### config.mk
export PLATFORM = sky130hd
export DESIGN_NAME = multidigit_counter_7seg
export DESIGN_NICKNAME = d
export VERILOG_FILES = /design/src/rtl/seg7_pkg.sv /design/src/rtl/seg7_decoder.sv /design/src/rtl/multidigit_counter_7seg.sv
export SDC_FILE = /design/constraint.sdc
export NUM_CORES = 1
export LEC_CHECK = 0
export CAP_MARGIN = 25
export CORE_MARGIN = 2
export CORE_UTILIZATION = 40
export DETAILED_ROUTE_END_ITERATION = 8
export GPL_TIMING_DRIVEN = 0
export PLACE_DENSITY_LB_ADDON = 0.25
export SLEW_MARGIN = 25
export SYNTH_ARGS = -nofsm -noshare
export SYNTH_HDL_FRONTEND = slang
export SYNTH_SLANG_ARGS = --single-unit
### constraint.sdc
create_clock -name clk -period 3.2 [get_ports clk]
set_clock_uncertainty 0.15 [all_clocks]
set_input_delay 0.64 -clock clk [delete_from_list [all_inputs] [get_ports clk]]
set_output_delay 0.64 -clock clk [all_outputs]
set_load 0.05 [all_outputs]
### src/rtl/seg7_pkg.sv
// seg7_pkg
//   Shared seven-segment constants. Segment order is [6:0] = a,b,c,d,e,f,g,
//   active-low (0 = segment lit).
//   Ports: none (package).
package seg7_pkg;

   localparam logic [6:0] SEG_0     = 7'b0000001;
   localparam logic [6:0] SEG_1     = 7'b1001111;
   localparam logic [6:0] SEG_2     = 7'b0010010;
   localparam logic [6:0] SEG_3     = 7'b0000110;
   localparam logic [6:0] SEG_4     = 7'b1001100;
   localparam logic [6:0] SEG_5     = 7'b0100100;
   localparam logic [6:0] SEG_6     = 7'b0100000;
   localparam logic [6:0] SEG_7     = 7'b0001111;
   localparam logic [6:0] SEG_8     = 7'b0000000;
   localparam logic [6:0] SEG_9     = 7'b0000100;
   localparam logic [6:0] SEG_A     = 7'b0001000;
   localparam logic [6:0] SEG_B     = 7'b1100000;
   localparam logic [6:0] SEG_C     = 7'b0110001;
   localparam logic [6:0] SEG_D     = 7'b1000010;
   localparam logic [6:0] SEG_E     = 7'b0110000;
   localparam logic [6:0] SEG_F     = 7'b0111000;
   localparam logic [6:0] SEG_BLANK = 7'b1111111;

endpackage

### src/rtl/seg7_decoder.sv
// seg7_decoder
//   Combinational hex digit to active-low seven-segment glyph lookup.
//   Ports:
//     digit - 4-bit hex value to display
//     seg7  - active-low segments [6:0] = a,b,c,d,e,f,g
module seg7_decoder
   import seg7_pkg::*;
(
   input  logic [3:0] digit,
   output logic [6:0] seg7
);

   always_comb begin
      seg7 = SEG_BLANK;
      case (digit)
         4'h0: seg7 = SEG_0;
         4'h1: seg7 = SEG_1;
         4'h2: seg7 = SEG_2;
         4'h3: seg7 = SEG_3;
         4'h4: seg7 = SEG_4;
         4'h5: seg7 = SEG_5;
         4'h6: seg7 = SEG_6;
         4'h7: seg7 = SEG_7;
         4'h8: seg7 = SEG_8;
         4'h9: seg7 = SEG_9;
         4'hA: seg7 = SEG_A;
         4'hB: seg7 = SEG_B;
         4'hC: seg7 = SEG_C;
         4'hD: seg7 = SEG_D;
         4'hE: seg7 = SEG_E;
         4'hF: seg7 = SEG_F;
         default: seg7 = SEG_BLANK;
      endcase
   end

endmodule

### src/rtl/multidigit_counter_7seg.sv
// multidigit_counter_7seg
//   Multi-digit hex/BCD up/down counter with prescaler, optional saturation
//   and a time-multiplexed seven-segment display driver.
//   Ports:
//     clk        - single clock, rising edge
//     rst        - synchronous active-low reset
//     enable     - 1 = prescaler and counter advance
//     upDown     - 1 = count up, 0 = count down
//     load       - 1 = load load_value on the next edge (ignores enable)
//     load_value - value to load, digit 0 in bits [3:0]
//     count      - registered count value
//     terminal   - combinational, count at the limit for the current direction
//     wrap       - registered one-cycle pulse after a wrap-around step
//     seg7       - active-low segments [6:0] = a,b,c,d,e,f,g
//     an         - active-low one-hot digit select
module multidigit_counter_7seg
   import seg7_pkg::*;
#(
   parameter int DIGITS   = 4,
   parameter int BCD      = 0,
   parameter int SATURATE = 0,
   parameter int TICK_DIV = 1,
   parameter int SCAN_DIV = 4
) (
   input  logic                  clk,
   input  logic                  rst,
   input  logic                  enable,
   input  logic                  upDown,
   input  logic                  load,
   input  logic [4*DIGITS-1:0]   load_value,
   output logic [4*DIGITS-1:0]   count,
   output logic                  terminal,
   output logic                  wrap,
   output logic [6:0]            seg7,
   output logic [DIGITS-1:0]     an
);

   localparam int W   = 4 * DIGITS;
   localparam int PW  = (TICK_DIV > 1) ? $clog2(TICK_DIV) : 1;
   localparam int SDW = (SCAN_DIV > 1) ? $clog2(SCAN_DIV) : 1;
   localparam int SIW = (DIGITS > 1)   ? $clog2(DIGITS)   : 1;

   localparam logic [3:0]     DIGIT_MAX  = (BCD != 0) ? 4'd9 : 4'hF;
   localparam logic [PW-1:0]  PRESC_LAST = PW'(TICK_DIV - 1);
   localparam logic [SDW-1:0] SCAN_LAST  = SDW'(SCAN_DIV - 1);
   localparam logic [SIW-1:0] IDX_LAST   = SIW'(DIGITS - 1);

   logic [PW-1:0]  presc;
   logic           step;
   logic [W-1:0]   count_max;
   logic [W-1:0]   count_next;
   logic [W-1:0]   load_clamped;
   logic           carry;
   logic [3:0]     dig;
   logic [SDW-1:0] scan_div;
   logic [SIW-1:0] scan_idx;
   logic [3:0]     scan_digit;
   logic [6:0]     glyph;
   logic [DIGITS-1:0] an_sel;

   // Limit pattern, next value (ripple carry/borrow) and clamped load value.
   always_comb begin
      count_max    = '0;
      count_next   = count;
      load_clamped = load_value;
      carry        = 1'b1;
      dig          = 4'd0;
      for (int d = 0; d < DIGITS; d++) begin
         count_max[4*d +: 4] = DIGIT_MAX;
         if (BCD != 0 && load_value[4*d +: 4] > 4'd9)
            load_clamped[4*d +: 4] = 4'd9;
         dig = count[4*d +: 4];
         if (carry) begin
            if (upDown) begin
               if (dig >= DIGIT_MAX) begin
                  count_next[4*d +: 4] = 4'd0;
               end else begin
                  count_next[4*d +: 4] = dig + 4'd1;
                  carry = 1'b0;
               end
            end else begin
               if (dig == 4'd0) begin
                  count_next[4*d +: 4] = DIGIT_MAX;
               end else begin
                  count_next[4*d +: 4] = dig - 4'd1;
                  carry = 1'b0;
               end
            end
         end
      end
   end

   assign terminal = upDown ? (count == count_max) : (count == '0);
   assign step     = enable && (presc == PRESC_LAST);

   // A step taken while terminal is exactly a wrap-around step.
   always_ff @(posedge clk) begin
      if (!rst) begin
         count <= '0;
         presc <= '0;
         wrap  <= 1'b0;
      end else if (load) begin
         count <= load_clamped;
         presc <= '0;
         wrap  <= 1'b0;
      end else begin
         wrap <= 1'b0;
         if (step) begin
            presc <= '0;
            if (!(terminal && SATURATE != 0)) begin
               count <= count_next;
               wrap  <= terminal;
            end
         end else if (enable) begin
            presc <= presc + 1'b1;
         end
      end
   end

   // Display scan runs freely; only reset touches it.
   always_ff @(posedge clk) begin
      if (!rst) begin
         scan_div <= '0;
         scan_idx <= '0;
      end else if (scan_div == SCAN_LAST) begin
         scan_div <= '0;
         scan_idx <= (scan_idx == IDX_LAST) ? '0 : scan_idx + 1'b1;
      end else begin
         scan_div <= scan_div + 1'b1;
      end
   end

   always_comb begin
      scan_digit = count[3:0];
      an_sel     = '1;
      for (int d = 0; d < DIGITS; d++) begin
         if (SIW'(d) == scan_idx) begin
            scan_digit = count[4*d +: 4];
            an_sel[d]  = 1'b0;
         end
      end
   end

   seg7_decoder u_decoder (
      .digit (scan_digit),
      .seg7  (glyph)
   );

   // seg7 and an are registered together so the digit select and its glyph
   // always change on the same edge.
   always_ff @(posedge clk) begin
      if (!rst) begin
         seg7 <= SEG_0;
         an   <= ~(DIGITS'(1));
      end else begin
         seg7 <= glyph;
         an   <= an_sel;
      end
   end

endmodule

* Word level (Yosys, flattened, before mapping)
Memory sizes are Yosys's and may differ from the RTL's. A register that Yosys moved wholly into a read port is not among the register bits. Cells that the tools add are included.
Word-level totals: register bits 26, memory bits (read-only) 112, word-level logic and storage cells 89, memories kept 1
Memory list:
- (no name shown) | depth 16, bits a word 7, read ports 1, clocked after memory_dff 1, write ports 0, RTL line seg7_decoder.sv:15 | case (digit)
Operators by class: add/sub/neg operators 11, order comparisons 4, equal/unequal tests 6, multiplexer cells 37, bitwise operators 3, reductions and logical operators 18
Operators with widths (count):
- 4-bit two-way mux | 18
- 16-bit two-way mux | 2
- 4-bit by 1-bit adder with 4-bit output, second input constant | 4
- 16-bit equality test, second input constant | 1
- 4-bit >= comparator, second input constant | 4
- 16-bit logical NOT | 1
- 4-bit logical NOT | 4
- 1-bit two-way mux | 16
- 4-bit by 1-bit subtractor with 4-bit output, second input constant | 4
- 2-bit nonzero test | 4
- 2-bit AND reduction | 3
- 3-bit OR reduction | 2
- 2-bit by 1-bit adder with 2-bit output, second input constant | 2
- 2-bit equality test, first input constant | 2
- 2-bit equality test, second input constant | 2
- 1-bit NOT | 3
- 1-bit by 2-bit equality test with 1-bit output, first input constant | 1
- 2-bit logical NOT | 1
- 2-bit two-way mux | 1
- 2-bit OR reduction | 1
- 1-bit adder, second input constant | 1
- 1-bit logical AND | 1
- 1-bit logical NOT | 1

* Depth between registers and ports, before layout
Gate-level depths: netlist of the first run.
depth after elaboration 8, gate-level depth with buffers 10, gate-level depth less buffers 9

* Modules after synthesis
From an unflattened synthesis of the first run, not the netlist that was laid out.
Second synthesis, totals: cells, all modules 292, area total of the unflattened synthesis 2434.8 um^2
Modules (own cells, without submodules):
- multidigit_counter_7seg | times used 1, cells an instance 260, area an instance 2159.6 um^2
- seg7_decoder | times used 1, cells an instance 32, area an instance 275.3 um^2

* Worst setup path before layout of the first run
No wires, ideal clock.
path kind flip-flop to output port, from register count[0], to output terminal, arrival time 2.178 ns, data required time 2.410 ns, setup slack 0.232 ns, stages on the path, launching flop included 6, path buffers 0, path through dfxtp_1 > inv_1 > ha_1 > or4b_4 > nor4b_1 > a41o_1
Between the ends: longest elaborated chain between the ends 2, elaborated cells between the ends (all ways) 3
Ends and longest elaborated chain:
- from (decl) | RTL line multidigit_counter_7seg.sv:31 | output logic [4*DIGITS-1:0] count,
- from (signal assigned) | RTL line multidigit_counter_7seg.sv:103 | count <= load_clamped;
- from (signal assigned) | RTL line multidigit_counter_7seg.sv:111 | count <= count_next;
- 16-bit equality test / 16-bit logical NOT (equally long branches) | RTL line multidigit_counter_7seg.sv:93 | assign terminal = upDown ? (count == count_max) : (count == '0);
- 1-bit two-way mux * | RTL line multidigit_counter_7seg.sv:93
- to (decl) | RTL line multidigit_counter_7seg.sv:32 | output logic terminal,
Mark *: on every way between the ends. The rest lies on a longest branch, timed or not.

* Worst setup path in the final report of the first run
Ends and elaborated chain as after synthesis.

==> results.txt, run 1 <==
----------------------------------------------------
[Global route]
  Initial antenna violation count ... 0
  Global-route wire length before repair ... 9.570 mm
  Total grt overflow ... 0
  Vias in the first global route ... 1,986
  Total global routing track utilization ... 19.38%
  Maximum number of pins on one net before global-route repair ... 13

[Synth]
  Register bit total from synthesis ... 33
  Net Count, Synth ... 305
  Number of cells produced by synthesis ... 264
  Post-synthesis area per instance ... 8.517 sq um
  Cell types with the highest counts after synthesis ... sky130_fd_sc_hd__dfxtp_1 (33), sky130_fd_sc_hd__inv_1 (21), sky130_fd_sc_hd__o21ai_0 (21), sky130_fd_sc_hd__ha_1 (20)
  Async S/R FF share, synth ... 0%
  Warnings, synthesis ... 0
  Ys flop type ... sky130_fd_sc_hd__dfxtp_1
  Fraction of post-synthesis cell area in the top cell type by area ... 29.38%
  Sequential fraction of the synthesis area ... 29.38%
  Cell taking the most area after synthesis ... sky130_fd_sc_hd__dfxtp_1
  Cell with the most instances after synthesis ... sky130_fd_sc_hd__dfxtp_1
  Number of distinct library cell variants in the gate-level netlist after synthesis ... 54
  Total standard cell area after synthesis ... 2248 sq um
  Biggest area contributors in the synthesized netlist ... sky130_fd_sc_hd__dfxtp_1 (29%), sky130_fd_sc_hd__ha_1 (11%), sky130_fd_sc_hd__o21ai_0 (4.7%), sky130_fd_sc_hd__mux2i_1 (4.5%), sky130_fd_sc_hd__a21oi_1 (4.0%)
  EDFF count, synth ... 0

[Critical path]
  Signal arrival time at the worst endpoint ... 2.23 ns
  Depth of the most critical reg-to-reg path ... 9
  Origin of the critical flop-to-flop path ... scan_idx[1]$_SDFFE_PN0P_
  WS Path Type ... register to primary output
  Critical path data required time ... 2.41 ns
  R2R Path End ... seg7[6]$_SDFF_PN0_
  Worst reg-to-reg setup slack ... 0.50 ns
  CP Max Fanout ... 6
  Worst Setup End Kind ... primary output
  CP startpoint ... count[0]$_SDFFE_PN0P_
  Crit path launch type ... register

[Floorplanning]
  Vertical die dimension ... 78.98 um
  Die footprint ... 6237 sq um
  I/O pin count ... 50
  Initial core utilization ... 41.08%
  Core outline area ... 5473 sq um
  Number of placement rows ... 27
  Die Width ... 78.98 um

[Hold path]
  Source of the worst hold timing path ... scan_div[0]$_SDFF_PP0_
  Path class of the lowest-slack min-delay path ... register to register
  Number of cells on the worst hold path ... 1
  Endpoint of the worst hold path ... scan_div[0]$_SDFF_PP0_

[Detailed routing]
  Number of nets with antenna violations after detailed routing ... 0
  Starting DRC count in detailed routing ... 161
  Remaining design rule violation count ... 0
  Via count normalized by instance count ... 5.511
  Detailed-route via count ... 2,166
  Routed wire length per instance ... 14.63 um
  Total length of routed wires ... 5.749 mm
  Number of iterations in the first detailed-routing pass ... 4

[Clock tree]
  Setup bufs post-CTS ... 0
  Clk Tree Root Cell ... sky130_fd_sc_hd__clkbuf_8
  # H-tree levels ... 2
  Number of buffers inserted for hold repair after clock tree synthesis ... 0
  Maximum count of clock buffers along a single path ... 2
  CTS tree ... done
  Clock latency reported for the late side of the worst-skew pair ... 0.29 ns
  Clock sink count ... 33
  Clock transition at path regs ... 0.07 ns
  Number of buffers inserted during clock tree synthesis ... 5

[Power]
  Pwr Density ... 434.3 nW/um^2
  VDD IR-drop max ... 207.4 uV
  Total leakage power ... 0.001126 uW
  Total power draw ... 1283 uW

[Final layout]
  Final design area excluding fillers ... 2955 sq um
  Post-synthesis to final-layout area growth ... 31.44%
  Layout cell share with drive strength beyond 1 ... 9.034%
  Final antenna diode count ... 0
  Count of nets after finishing ... 361

[Place]
  Port Buf Inserts ... 49
  Cell area after placement ... 2829 sq um
  Final weighted congestion of routability-driven global placement ... 0.9083
  Dpl hpwl ... 4.185 mm

[STA]
  Final setup fails ... 0
  Final-report max-slew violation count ... 0
  Achievable clock frequency ... 0.3313 GHz
  Post-route clock period utilization ... 94.32%
  Tightest Pin Transition ... 0.6584 ns
  Setup repair after global routing missed its margin ... false
  Hold Violations, Final ... 0
  Worst slew margin ... 56.11%
  Post-layout min period ... 3.018 ns

[Job]
  Total of max-cap violations ... 0

[Run status]
  Outcome ... finished, final reports clean

----------------------------------------------------
-- layout by cell type (no fill, tap or decap), types with 2 or more instances in the layout --
cell type and count:
sky130_fd_sc_hd__a21boi_0 2, sky130_fd_sc_hd__mux2_2 3, sky130_fd_sc_hd__a31oi_1 3, sky130_fd_sc_hd__a221o_1 3
sky130_fd_sc_hd__inv_1 21, sky130_fd_sc_hd__buf_6 2, sky130_fd_sc_hd__nand3_1 6, sky130_fd_sc_hd__a311oi_1 5
sky130_fd_sc_hd__nor4b_1 2, sky130_fd_sc_hd__nor3_1 5, sky130_fd_sc_hd__nor4_1 3, sky130_fd_sc_hd__a211oi_1 4
sky130_fd_sc_hd__nand4_1 6, sky130_fd_sc_hd__nor2_1 18, sky130_fd_sc_hd__o21ai_0 21, sky130_fd_sc_hd__o211ai_1 2
sky130_fd_sc_hd__nor4b_2 2, sky130_fd_sc_hd__clkdlybuf4s50_1 47, sky130_fd_sc_hd__nand2_1 15, sky130_fd_sc_hd__clkbuf_8 5
sky130_fd_sc_hd__a221oi_2 2, sky130_fd_sc_hd__nand2b_1 4, sky130_fd_sc_hd__a21oi_1 18, sky130_fd_sc_hd__mux2i_1 10
sky130_fd_sc_hd__nor3b_1 5, sky130_fd_sc_hd__dfxtp_1 33, sky130_fd_sc_hd__and2_1 3, sky130_fd_sc_hd__clkbuf_1 7
sky130_fd_sc_hd__ha_1 20, sky130_fd_sc_hd__o22ai_1 2, sky130_fd_sc_hd__buf_2 6, sky130_fd_sc_hd__xnor2_1 9
-- report_power, final --
part           switching (uW)  internal (uW)  leakage, uW
Sequential               33.1            441     0.000272
Combinational             241            164     0.000799
Clock                     170            233    0.0000543
Total                     445            839      0.00113
-- critical path: stages (launching register included) --
cell and delay (ns):
sky130_fd_sc_hd__dfxtp_1 0.36, sky130_fd_sc_hd__inv_1 0.15, sky130_fd_sc_hd__ha_1 0.21, sky130_fd_sc_hd__or4b_4 0.52
sky130_fd_sc_hd__nor4b_2 0.26, sky130_fd_sc_hd__a41o_1 0.26, sky130_fd_sc_hd__buf_6 0.18
-- area by class of cell --
cell class | count | area (sq um)
clock buffers | 5 | 68.82
fillers | 526 | 2517
repair buffers | 49 | 494.2
plain buffers | 14 | 67.56
flip-flops and latches | 33 | 660.6
inverters | 22 | 82.58
well taps | 72 | 90.09
multi-input cells | 195 | 1445
clock inverters | 3 | 46.29
-- worst max path at each step --
stage / slack, ns / endpoint
after floorplan: 0.23 / terminal
after global placement: -0.76 / terminal
after detailed placement: -0.75 / terminal
after CTS: 0.01 / terminal
after global routing: 0.01 / terminal
final: 0.18 / terminal
-- state kept, by name (all words and copies together), names as in the netlist --
register,cells
scan_idx,2
an,4
count,16
scan_div,2
presc,1
wrap,1
seg7,7
-- stage by stage --
| stage | setup WS [ns] | hold slack, ns | cells | TNS, ns | util (%) |
|---|---|---|---|---|---|
| 2_1_floorplan | 0.2323 | 0.2477 | 264 | 0 | - |
| 5_1_grt | 0.01476 | 0.3079 | 393 | 0 | 54.00 |
| 3_5_place_dp | -0.7543 | 0.2662 | 385 | -0.7543 | 51.69 |
| 6_report | 0.1818 | 0.2738 | 393 | 0 | 54.00 |
| 4_1_cts | 0.01075 | 0.2790 | 393 | 0 | 53.96 |
| 3_3_place_gp | -0.7608 | 0.2584 | 385 | -0.7608 | 51.69 |
-- metal layers --
metal / wire length [um] / up-vias / global-route usage, %
li1: - / 1079 / -
met3: 327 / 11 / 3.409
met2: 2579 / 70 / 30.08
met1: 2727 / 1006 / 26.25
met4: 114 / 0 / 8.621
met5: 0 / - / 0
-- logic make-up after synthesis --
| kind of cell | count (synthesis) | share of synthesized area [%] |
|---|---|---|
| xor+xnor | 10 | 3.896 |
| simple gates | 74 | 17.97 |
| mux | 13 | 5.954 |
| compound gates | 78 | 25.04 |
| buf+inv | 36 | 6.622 |
| fa+ha+maj | 20 | 11.13 |
| flops | 33 | 29.38 |
-- timing repair --
| item | 4_1_cts | 5_1_grt |
|---|---|---|
| cloned | 0 | 0 |
| gates resized for setup | 9 | 1 |
| endpoints found under the setup margin | 1 | 1 |
| endpoints found under the hold margin | 0 | 0 |
| pin swaps | 1 | 1 |
Power figures use the tool's default switching activity.
==> run 2, diff against run 1 <==
--- a/config.mk
+++ b/config.mk
@@ -8,9 +8,11 @@
 export CAP_MARGIN = 25
 export CORE_MARGIN = 2
 export CORE_UTILIZATION = 40
+export CTS_CLUSTER_SIZE = 28
 export DETAILED_ROUTE_END_ITERATION = 8
 export GPL_TIMING_DRIVEN = 0
 export PLACE_DENSITY_LB_ADDON = 0.25
+export SKIP_CTS_REPAIR_TIMING = 1
 export SLEW_MARGIN = 25
 export SYNTH_ARGS = -nofsm -noshare
 export SYNTH_HDL_FRONTEND = slang
==> run 2 against run 1 <==
Effect of this change: via count hardly changed; utilization stayed put; register-to-register slack barely moved; worst setup slack better by 0.010 ns; critical path type unchanged; largest power group unchanged; highest routed layer unchanged.
==> results.txt, run 2 (synthesized netlist as in run 1, its figures left out) <==
----------------------------------------------------
[STA]
  Post-layout min period ... 3.008 ns
  Final-report max-slew violation count ... 0
  Tightest Pin Transition ... 0.6661 ns
  Post-route clock period utilization ... 94.00%
  Setup repair after global routing missed its margin ... false
  Hold Violations, Final ... 0
  Achievable clock frequency ... 0.3325 GHz
  Final setup fails ... 0
  Worst slew margin ... 55.59%
  Final setup slack of the worst path ... 0.1920 ns

[Final layout]
  Flip-flop count of the largest register after layout ... 16
  Register bank with the most flops ... count
  Count of nets after finishing ... 361
  Final cell count without fillers ... 393
  Final antenna diode count ... 0
  Final design area excluding fillers ... 2955 sq um
  Registers with the most flip-flops ... count x16, seg7 x7, an x4
  Post-synthesis to final-layout area growth ... 31.44%
  Utilization of the core after routing ... 54.00%
  Layout cell share with drive strength beyond 1 ... 9.034%
  Most common cell after layout, fill and taps aside ... sky130_fd_sc_hd__clkdlybuf4s50_1
  Top library cells by usage in the layout, fill and taps aside ... sky130_fd_sc_hd__clkdlybuf4s50_1 (47), sky130_fd_sc_hd__dfxtp_1 (33), sky130_fd_sc_hd__inv_1 (21), sky130_fd_sc_hd__o21ai_0 (21), sky130_fd_sc_hd__ha_1 (20)
  Filler cell count ... 526

[Clock tree]
  CTS tree ... done
  Clock latency reported for the late side of the worst-skew pair ... 0.29 ns
  Clk Tree Root Cell ... sky130_fd_sc_hd__clkbuf_8
  # H-tree levels ... 2
  Number of buffers inserted during clock tree synthesis ... 5
  Maximum count of clock buffers along a single path ... 2
  Clock sink count ... 33
  Clock transition at path regs ... 0.07 ns

[Power]
  Total leakage power ... 0.001126 uW
  VDD IR-drop max ... 207.6 uV
  Total power draw ... 1283 uW
  Pwr Density ... 434.2 nW/um^2

[Job]
  Total of max-cap violations ... 0

[Place]
  Cell area after placement ... 2829 sq um
  Total placed cells including tap cells ... 385
  Dpl hpwl ... 4.185 mm
  Setup slack at placement ... -0.7543 ns
  Port Buf Inserts ... 49
  Final weighted congestion of routability-driven global placement ... 0.9083

[Floorplanning]
  Core outline area ... 5473 sq um
  Vertical die dimension ... 78.98 um
  Initial core utilization ... 41.08%
  Number of placement rows ... 27
  Die Width ... 78.98 um
  Die footprint ... 6237 sq um
  I/O pin count ... 50

[Critical path]
  CP Max Fanout ... 6
  WS Path Type ... register to primary output
  Cell-by-cell trace of the critical path ... inv_1 > ha_1 > or4b_4 > nor4b_2 > a41o_1 > buf_6
  Signal arrival time at the worst endpoint ... 2.22 ns
  Crit path launch type ... register
  Maximum single-stage delay on the critical path ... 0.52 ns
  Critical path data required time ... 2.41 ns
  CP startpoint ... count[0]$_SDFFE_PN0P_
  Origin of the critical flop-to-flop path ... scan_idx[1]$_SDFFE_PN0P_
  Worst Setup End Kind ... primary output
  Standard cell with the maximum stage delay on the critical path ... sky130_fd_sc_hd__or4b_4

[Global route]
  Maximum number of pins on one net before global-route repair ... 13
  Vias in the first global route ... 1,985
  Initial antenna violation count ... 0
  Total global routing track utilization ... 19.35%
  Global-route wire length before repair ... 9.563 mm
  Total grt overflow ... 0

[Detailed routing]
  Number of nets with antenna violations after detailed routing ... 0
  Routed wire length per instance ... 14.61 um
  Via count normalized by instance count ... 5.514
  Detailed-route via count ... 2,167
  Number of iterations in the first detailed-routing pass ... 4
  Total length of routed wires ... 5.742 mm
  Starting DRC count in detailed routing ... 174
  Remaining design rule violation count ... 0

[Hold path]
  Source of the worst hold timing path ... scan_div[0]$_SDFF_PP0_
  Path class of the lowest-slack min-delay path ... register to register

[Run status]
  Outcome ... finished, final reports clean

----------------------------------------------------
run 2: cell count changes in the layout (fill, tap and decap cells not counted), sizes merged:
| cell | delta |
|---|---|
| buf | -1 |
| clkbuf | +1 |
run 2: critical path: cells and delay by family (launching register included):
| kind | cells | cell delay (ns) |
|---|---|---|
| AND/OR/NAND/NOR | 2 | 0.78 |
| buffers and inverters | 2 | 0.33 |
| adder cells (fa/ha/maj) | 1 | 0.21 |
| AO/OA/AOI/OAI | 1 | 0.25 |
| flip-flops | 1 | 0.36 |
run 2: per-stage QoR:
| step | hold WS, ns | setup TNS (ns) |
|---|---|---|
| 4_1_cts | 0.2790 | -0.7611 |
| 6_report | 0.2737 | 0 |
| 5_1_grt | 0.3079 | 0 |
| 3_3_place_gp | 0.2584 | -0.7608 |
| 2_1_floorplan | 0.2477 | 0 |
| 3_5_place_dp | 0.2662 | -0.7543 |
run 2: final cells by class:
| type | count | area (sq um) | share of cell area, % |
|---|---|---|---|
| multi-input combinational | 195 | 1445 | 48.90 |
| sequential | 33 | 660.6 | 22.35 |
| timing repair buffer | 49 | 494.2 | 16.72 |
| tap | 72 | 90.09 | 3.048 |
| inverter | 22 | 82.58 | 2.794 |
| clock buffer | 5 | 68.82 | 2.329 |
| buffer | 14 | 67.56 | 2.286 |
| clock inverter | 3 | 46.29 | 1.566 |
run 2: worst paths after layout:
kind / end / cells after the start / slack (ns)
max reg2reg: seg7[6]$_SDFF_PN0_ / 9 / 0.50
max: terminal / 6 / 0.19
min reg2reg: scan_div[0]$_SDFF_PP0_ / 1 / 0.27
min: scan_div[0]$_SDFF_PP0_ / 1 / 0.27
run 2: where the power goes:
part	switching (uW)	leakage (uW)	internal (uW)
clock	170	0.0000543	233
combinational	242	0.000799	164
sequential	33.0	0.000272	441
total	444	0.00113	839
run 2: routing by layer:
| layer | GRT usage (%) | up-vias | wire, um |
|---|---|---|---|
| li1 | - | 1080 | - |
| met1 | 26.18 | 995 | 2740 |
| met2 | 30.08 | 79 | 2546 |
| met3 | 3.409 | 13 | 319 |
| met4 | 8.621 | 0 | 135 |
| met5 | 0 | - | 0 |
